### config.mk
export PLATFORM = sky130hd
export DESIGN_NAME = det_event_fifo
export DESIGN_NICKNAME = d
export VERILOG_FILES = /design/src/rtl/det_event_fifo.sv
export SDC_FILE = /design/constraint.sdc
export NUM_CORES = 1
export LEC_CHECK = 0
export CORE_UTILIZATION = 50
export CTS_BUF_LIST = sky130_fd_sc_hd__clkbuf_16
export DETAILED_ROUTE_END_ITERATION = 16
export GPL_TIMING_DRIVEN = 0
export PLACE_DENSITY = 0.69
export SYNTH_ARGS = -nofsm -noshare
export SYNTH_HDL_FRONTEND = slang
export SYNTH_SLANG_ARGS = --single-unit
export TNS_END_PERCENT = 30
### constraint.sdc
create_clock -name clk -period 2.8 [get_ports clk]
set_clock_uncertainty 0.05 [all_clocks]
set_input_delay 0.56 -clock clk [delete_from_list [all_inputs] [get_ports clk]]
set_output_delay 0.56 -clock clk [all_outputs]
set_load 0.005 [all_outputs]
### src/rtl/det_event_fifo.sv
// det_event_fifo: logs seq_det detections as bit-index timestamps
// in a small FWFT FIFO, with match/drop counters and overflow flag.
module det_event_fifo #(
    parameter int DEPTH = 4,
    parameter int TS_W  = 8,
    parameter int CNT_W = 16
) (
    input  logic                       clk,
    input  logic                       rst_n,
    input  logic                       clr_i,
    input  logic                       en_i,
    input  logic                       detect_i,
    output logic [TS_W-1:0]            evt_data_o,
    output logic                       evt_valid_o,
    input  logic                       evt_ready_i,
    output logic [CNT_W-1:0]           evt_count_o,
    output logic [CNT_W-1:0]           drop_count_o,
    output logic                       overflow_o,
    output logic [$clog2(DEPTH):0]     level_o
);

    localparam int AW = $clog2(DEPTH);

    localparam logic [AW:0]      PTR_ONE = (AW+1)'(1);
    localparam logic [TS_W-1:0]  TS_ONE  = TS_W'(1);
    localparam logic [CNT_W-1:0] CNT_ONE = CNT_W'(1);
    localparam logic [CNT_W-1:0] CNT_MAX = {CNT_W{1'b1}};

    logic [TS_W-1:0]  mem [DEPTH];
    logic [AW:0]      wr_ptr;
    logic [AW:0]      rd_ptr;
    logic [TS_W-1:0]  ts;
    logic [CNT_W-1:0] evt_cnt;
    logic [CNT_W-1:0] drop_cnt;
    logic             ovf;
    logic [AW:0]      level;

    logic empty;
    logic full;
    logic push;
    logic pop;
    logic wr;
    logic drop;

    // Full/empty come from the pointer wrap bit, so all DEPTH slots are usable.
    assign empty = (wr_ptr == rd_ptr);
    assign full  = (wr_ptr[AW] != rd_ptr[AW]) &&
                   (wr_ptr[AW-1:0] == rd_ptr[AW-1:0]);

    assign push = en_i & detect_i;
    assign pop  = !empty & evt_ready_i;
    // A push into a full FIFO still lands if the head leaves in the same cycle.
    assign wr   = push & (!full | pop);
    assign drop = push & full & !pop;

    assign evt_valid_o  = !empty;
    assign evt_data_o   = empty ? '0 : mem[rd_ptr[AW-1:0]];
    assign evt_count_o  = evt_cnt;
    assign drop_count_o = drop_cnt;
    assign overflow_o   = ovf;
    assign level_o      = level;

    // Timestamp counter, FIFO storage/pointers, occupancy and event counters.
    always_ff @(posedge clk or negedge rst_n) begin
        if (!rst_n) begin
            for (int i = 0; i < DEPTH; i++) begin
                mem[i] <= '0;
            end
            wr_ptr   <= '0;
            rd_ptr   <= '0;
            ts       <= '0;
            evt_cnt  <= '0;
            drop_cnt <= '0;
            ovf      <= 1'b0;
            level    <= '0;
        end else if (clr_i) begin
            wr_ptr   <= '0;
            rd_ptr   <= '0;
            ts       <= '0;
            evt_cnt  <= '0;
            drop_cnt <= '0;
            ovf      <= 1'b0;
            level    <= '0;
        end else begin
            if (en_i) begin
                ts <= ts + TS_ONE;
            end
            if (wr) begin
                mem[wr_ptr[AW-1:0]] <= ts;
                wr_ptr <= wr_ptr + PTR_ONE;
            end
            if (pop) begin
                rd_ptr <= rd_ptr + PTR_ONE;
            end
            if (wr && !pop) begin
                level <= level + PTR_ONE;
            end else if (pop && !wr) begin
                level <= level - PTR_ONE;
            end
            if (push && evt_cnt != CNT_MAX) begin
                evt_cnt <= evt_cnt + CNT_ONE;
            end
            if (drop) begin
                ovf <= 1'b1;
                if (drop_cnt != CNT_MAX) begin
                    drop_cnt <= drop_cnt + CNT_ONE;
                end
            end
        end
    end

endmodule

---- Yosys cells after proc, flatten, opt, wreduce, memory -nomap -nowiden ----
Cells that the tools add are included.
word-level totals
  flip-flop bits (word level) ............. 82
  input port bits ......................... 6
operators by class
  reductions and logical operators ........ 18
  add/sub/neg operators ................... 7
  eq/ne operators ......................... 5
  bitwise logic cells ..................... 9
  magnitude comparators ................... 3
  multiplexer cells ....................... 23
operators by type and width
  operator               count
  $mux 16                5
  $mux 8                 6
  $add 16x1->16 const B  2
  $bwmux 32              1
  $ne 16x16->1 const B   2
  $mux 3                 7
  $bmux 8 s2             1
  $demux 8 s2            1
  $reduce_bool 2->1      6
  $add 3x1->3 const B    3
  $add 8x1->8 const B    1
  $ge 3x3->1 const B     2
  $not 2->3              2
  $and 1x1->1            5
  $logic_and 1x1->1      5
  $logic_not 1->1        4
  $reduce_and 2->1       2
  $eq 3x3->1             1
  $lt 3x1->1 const B     1
  $reduce_bool 3->1      1
  $sub 3x1->3 const B    1
  $eq 2x2->1             1
  $mux 1                 2
  $ne 1x1->1             1
  2 further kinds        2

---- Depth between registers and ports, before layout ----
  depth after elaboration ................. 10
  gate-level depth with buffers ........... 8
  mapped depth without buffers ............ 7

---- Worst setup path after synthesis ----
Ideal clock, no wire load.
  path type ............................... input port to flip-flop
  from .................................... input port en_i
  to ...................................... register level[2], in the netlist level_o[2]
  arrival ................................. 2144 ps
  required time ........................... 2660 ps
  cell stages on the path ................. 8
  path slack .............................. 515 ps
  setup time .............................. 90 ps
  cells stage by stage .................... buf_2 -> and2_1 -> nand4_1 -> nand2_1 -> fa_1 -> and3_1 -> or2_2 -> o221ai_1
between the ends
  longest elaborated chain between the ends .. 5
  elaborated cells on any way between the ends .. 8
  classes of those cells .................. mux (2); bitwise (2); reduce/logical (4)
ends and longest elaborated chain
  element                                               RTL line  text
  from (decl)                                           11        input logic en_i,
  $and 1x1->1 *                                         50        assign push = en_i & detect_i;
  $and 1x1->1 *                                         53        assign wr = push & (!full | pop);
  $logic_and 1x1->1 or $logic_not 1->1 (tied branches)  95, 97
  $mux 3 or $logic_and 1x1->1 (tied branches)           95, 97
  $mux 3 or $reduce_bool 3->1 (tied branches)           --
  to (signal assigned)                                  96        level <= level + PTR_ONE;
  to (signal assigned)                                  98        level <= level - PTR_ONE;
  to (decl)                                             36        logic [AW:0] level;
Every way passes the cells marked *; elsewhere a longest branch is shown, timed or not.
A chain may end at the register's enable or synchronous reset.

---- Final worst setup path ----
  from .................................... register rd_ptr[0]
  to ...................................... output port evt_data_o[1]
between the ends
  longest elaborated chain between the ends .. 5
  elaborated cells on any way between the ends .. 6
  classes of those cells .................. eq/ne (1); mux (4); bitwise (1)
ends and longest elaborated chain
  element                                     RTL line  text
  from (decl)                                 31        logic [AW:0] rd_ptr;
  from (signal assigned)                      93        rd_ptr <= rd_ptr + PTR_ONE;
  $not 2->3 (not written as such)             57        assign evt_data_o = empty ? '0 : mem[rd_ptr[AW-1:0]];
  $bmux 8 s2                                  57
  $mux 8 (not written as such) (2 in series)  57
  $mux 8 *                                    57
  to (decl)                                   13        output logic [TS_W-1:0] evt_data_o,
Every way passes the cells marked *; elsewhere a longest branch is shown, timed or not. The select of a mux whose other input is x is not followed.

==> results.yml <==
worst_setup_path:
  start_kind: "register"
  crit_fanout: 10
  worst-r2r-setup-slack_ns: 0.25
  cp.arrival_ns: 2.12
  required_ns: 2.19
  crit_type: "reg2out"
  crit_path_end_kind: "output port"
  reg2reg_depth: 7
  r2r_end: "level_o[2]"
  r2r_start: "wr_ptr[1]"
synthesis:
  netlist_top_cells_count: "dfrtp_1, nor2_1, xor2_1"
  ys_types: 45
  synth_edf_count: 0
  yosysTopAreaCell: "dfrtp_1"
  synth_most_common_cell: "dfrtp_1"
  ys_seq_area_share_pct: 47.3
  synth_fp_nets: 388
  synthArstFlopShare_pct: 100
  syn_inst: 373
  ys_seq_elements: 82
  synth.top_cell.area_share_pct: 47.3
  ys_warn_count: 0
  syn_avg_cell_area_um2: 11.6
  synth_area_leaders: "dfrtp_1, mux2_4, xor2_1"
  syn-cell-area_mm2: 0.00434
  ys.flop_type: "dfrtp_1"
routing:
  viasPerCell: 5.60
  drc_errors: 0
  num_vias: 3039
  drtIter0Drc: 143
  finalWirelength_mm: 9.12
  firstDrtPassIters: 4
  wire_per_inst_um: 16.8
  ant_nets: 0
timing:
  setup_viol: 0
  setup_tns_ns: 0
  report.final.slew_viol_count: 0
  timing.final.crit_share_pct: 97.4
  relSlewSlack_pct: 43.9
  setup_ws_ns: 0.0723
  finalHoldViolCount: 0
  min_period_ns: 2.73
  worst_pin_slew_ns: 0.837
  rsz0062_at_grt: "no"
  max_freq_mhz: 367
placed_design:
  place.port_buffers: 48
  dpl_cell_area_mm2: 0.00498
  place_ws_ns: -0.192
  gp_congestion: 0.811
  dpl.hpwl_mm: 6.18
clocking:
  root_buffer: "clkbuf_16"
  clkSinkCount: 82
  clk_latency_ns: 0.33
  clockBufferDepth: 2
  cts_tree: "done"
  hold_buffers: 0
  h-tree-depth: 3
  cts_made_buffers: 9
  clk_pin_slew_ns: 0.06
global_route:
  grt_overflow_total: 0
  grt_pass1_vias: 3088
  grt_usage_pct: 22.3
  grt_max_degree: 50
  grt_pass1_wl_mm: 15.4
  antenna_found_initial: 0
final_layout:
  regArea_mm2: 0.00205
  nNetsFinal: 449
  fillers: 650
  multi_input_area_mm2: 0.00222
  stdcell_area_mm2: 0.00536
  post_route_cells_drive_above_1_share_pct: 18.9
  syn_to_final_growth_pct: 23.4
  insertedDiodeCount: 0
worst_hold_path:
  min_path_type: "in2async"
pwr:
  p_total_mw: 2.90
  cellPowerDensity_mw_per_mm2: 541
  p_leak_nw: 2.35
  irDropWorstVdd_v: 0.000318
flow_run:
  drv_cap: 0
die:
  fp.dieW_um: 95.2
  die_h_um: 95.2
  rows: 33
  ios: 51
  core-area_mm2: 0.00830
  start_util_pct: 52.3
  die-area_mm2: 0.00906
run_status:
  status: "finished, final reports clean"
==> layout by cell type (no fill, tap or decap), types with 8 or more instances in the layout <==
cell type	count
o21ai_0	10
and3_1	8
mux2_2	9
clkdlybuf4s50_1	46
xnor2_1	10
inv_1	8
nor2_1	53
mux2_4	24
ha_1	8
nand4_1	15
and2_1	12
mux4_2	8
clkbuf_16	9
xor2_1	30
nand2_1	14
nand3_1	12
dfrtp_1	82
==> metal layers <==
metal | up-vias | GRT usage (%) | part of all wire [%]
met4 | 0 | 7.45 | 0.88
li1 | 1448 | - | -
met2 | 62 | 35.7 | 48
met1 | 1523 | 31.2 | 48
met3 | 6 | 3.03 | 3.1
met5 | - | 0 | 0
==> critical path, cell delays in order (launching register included) <==
cell and delay, ns:
dfrtp_1 0.44, buf_8 0.21, mux4_2 0.53, and2_1 0.17
clkdlybuf4s50_1 0.44
==> kinds of logic after synthesis <==
| kind of cell | after synthesis | synth area share, % |
|---|---|---|
| AOI/OAI and AO/OA | 32 | 5.79 |
| xor gates and xnor gates | 43 | 8.67 |
| adders and majority gates | 9 | 2.77 |
| buffers and inverters | 22 | 2.68 |
| DFF | 82 | 47.3 |
| muxes | 46 | 15.9 |
| and+or+nand+nor | 139 | 16.9 |
==> flip-flops by register name, summed over array words and instances (netlist names) <==
signal,count
level_o,3
wr_ptr,3
rd_ptr,3
drop_count_o,16
mem,32
evt_count_o,16
ts,8
overflow_o,1
==> layout make-up <==
| class | instances | area share, % |
|---|---|---|
| Sequential cell | 82 | 38.3 |
| Timing Repair Buffer | 50 | 9.62 |
| Clock buffer | 9 | 4.20 |
| Clock inverter | 6 | 1.57 |
| Inverter | 7 | 0.491 |
| Tap cell | 105 | 2.45 |
| Multi-Input combinational cell | 269 | 41.4 |
| Buffer | 15 | 1.94 |
==> stage by stage <==
stage	hold WS, ns	utilization, %	std cells
global route	0.155	64.5	543
finish	0.120	64.5	543
detailed placement	0.438	60.0	527
CTS	0.139	64.1	542
floorplan	0.214	-	373
global placement	0.431	59.7	526
==> where the power goes <==
group	internal [mW]	switching [mW]	total, mW
combinational	0.205	0.194	0.399
clock	0.771	0.460	1.23
sequential	1.23	0.0418	1.27
total	2.20	0.696	2.90
==> repair_timing <==
| item | in CTS | in global routing |
|---|---|---|
| buffers inserted | 0 | 1 |
| pin swaps | 0 | 1 |
| endpoints found under the setup margin | 9 | 9 |
| resized for setup | 6 | 6 |
==> how the worst max path moves through the flow <==
stage          cells past startpoint   startpoint          endpoint  slack, ns
5_1_grt                            4    rd_ptr[0]     evt_data_o[5]      0.007
3_5_place_dp                       8  evt_ready_i        level_o[2]      -0.19
4_1_cts                            6    rd_ptr[0]     evt_data_o[5]       0.04
6_report                           4    rd_ptr[0]     evt_data_o[1]       0.07
3_3_place_gp                       1        rst_n  drop_count_o[12]      -1.79
2_1_floorplan                      8         en_i        level_o[2]       0.52
Power figures use the tool's default switching activity.
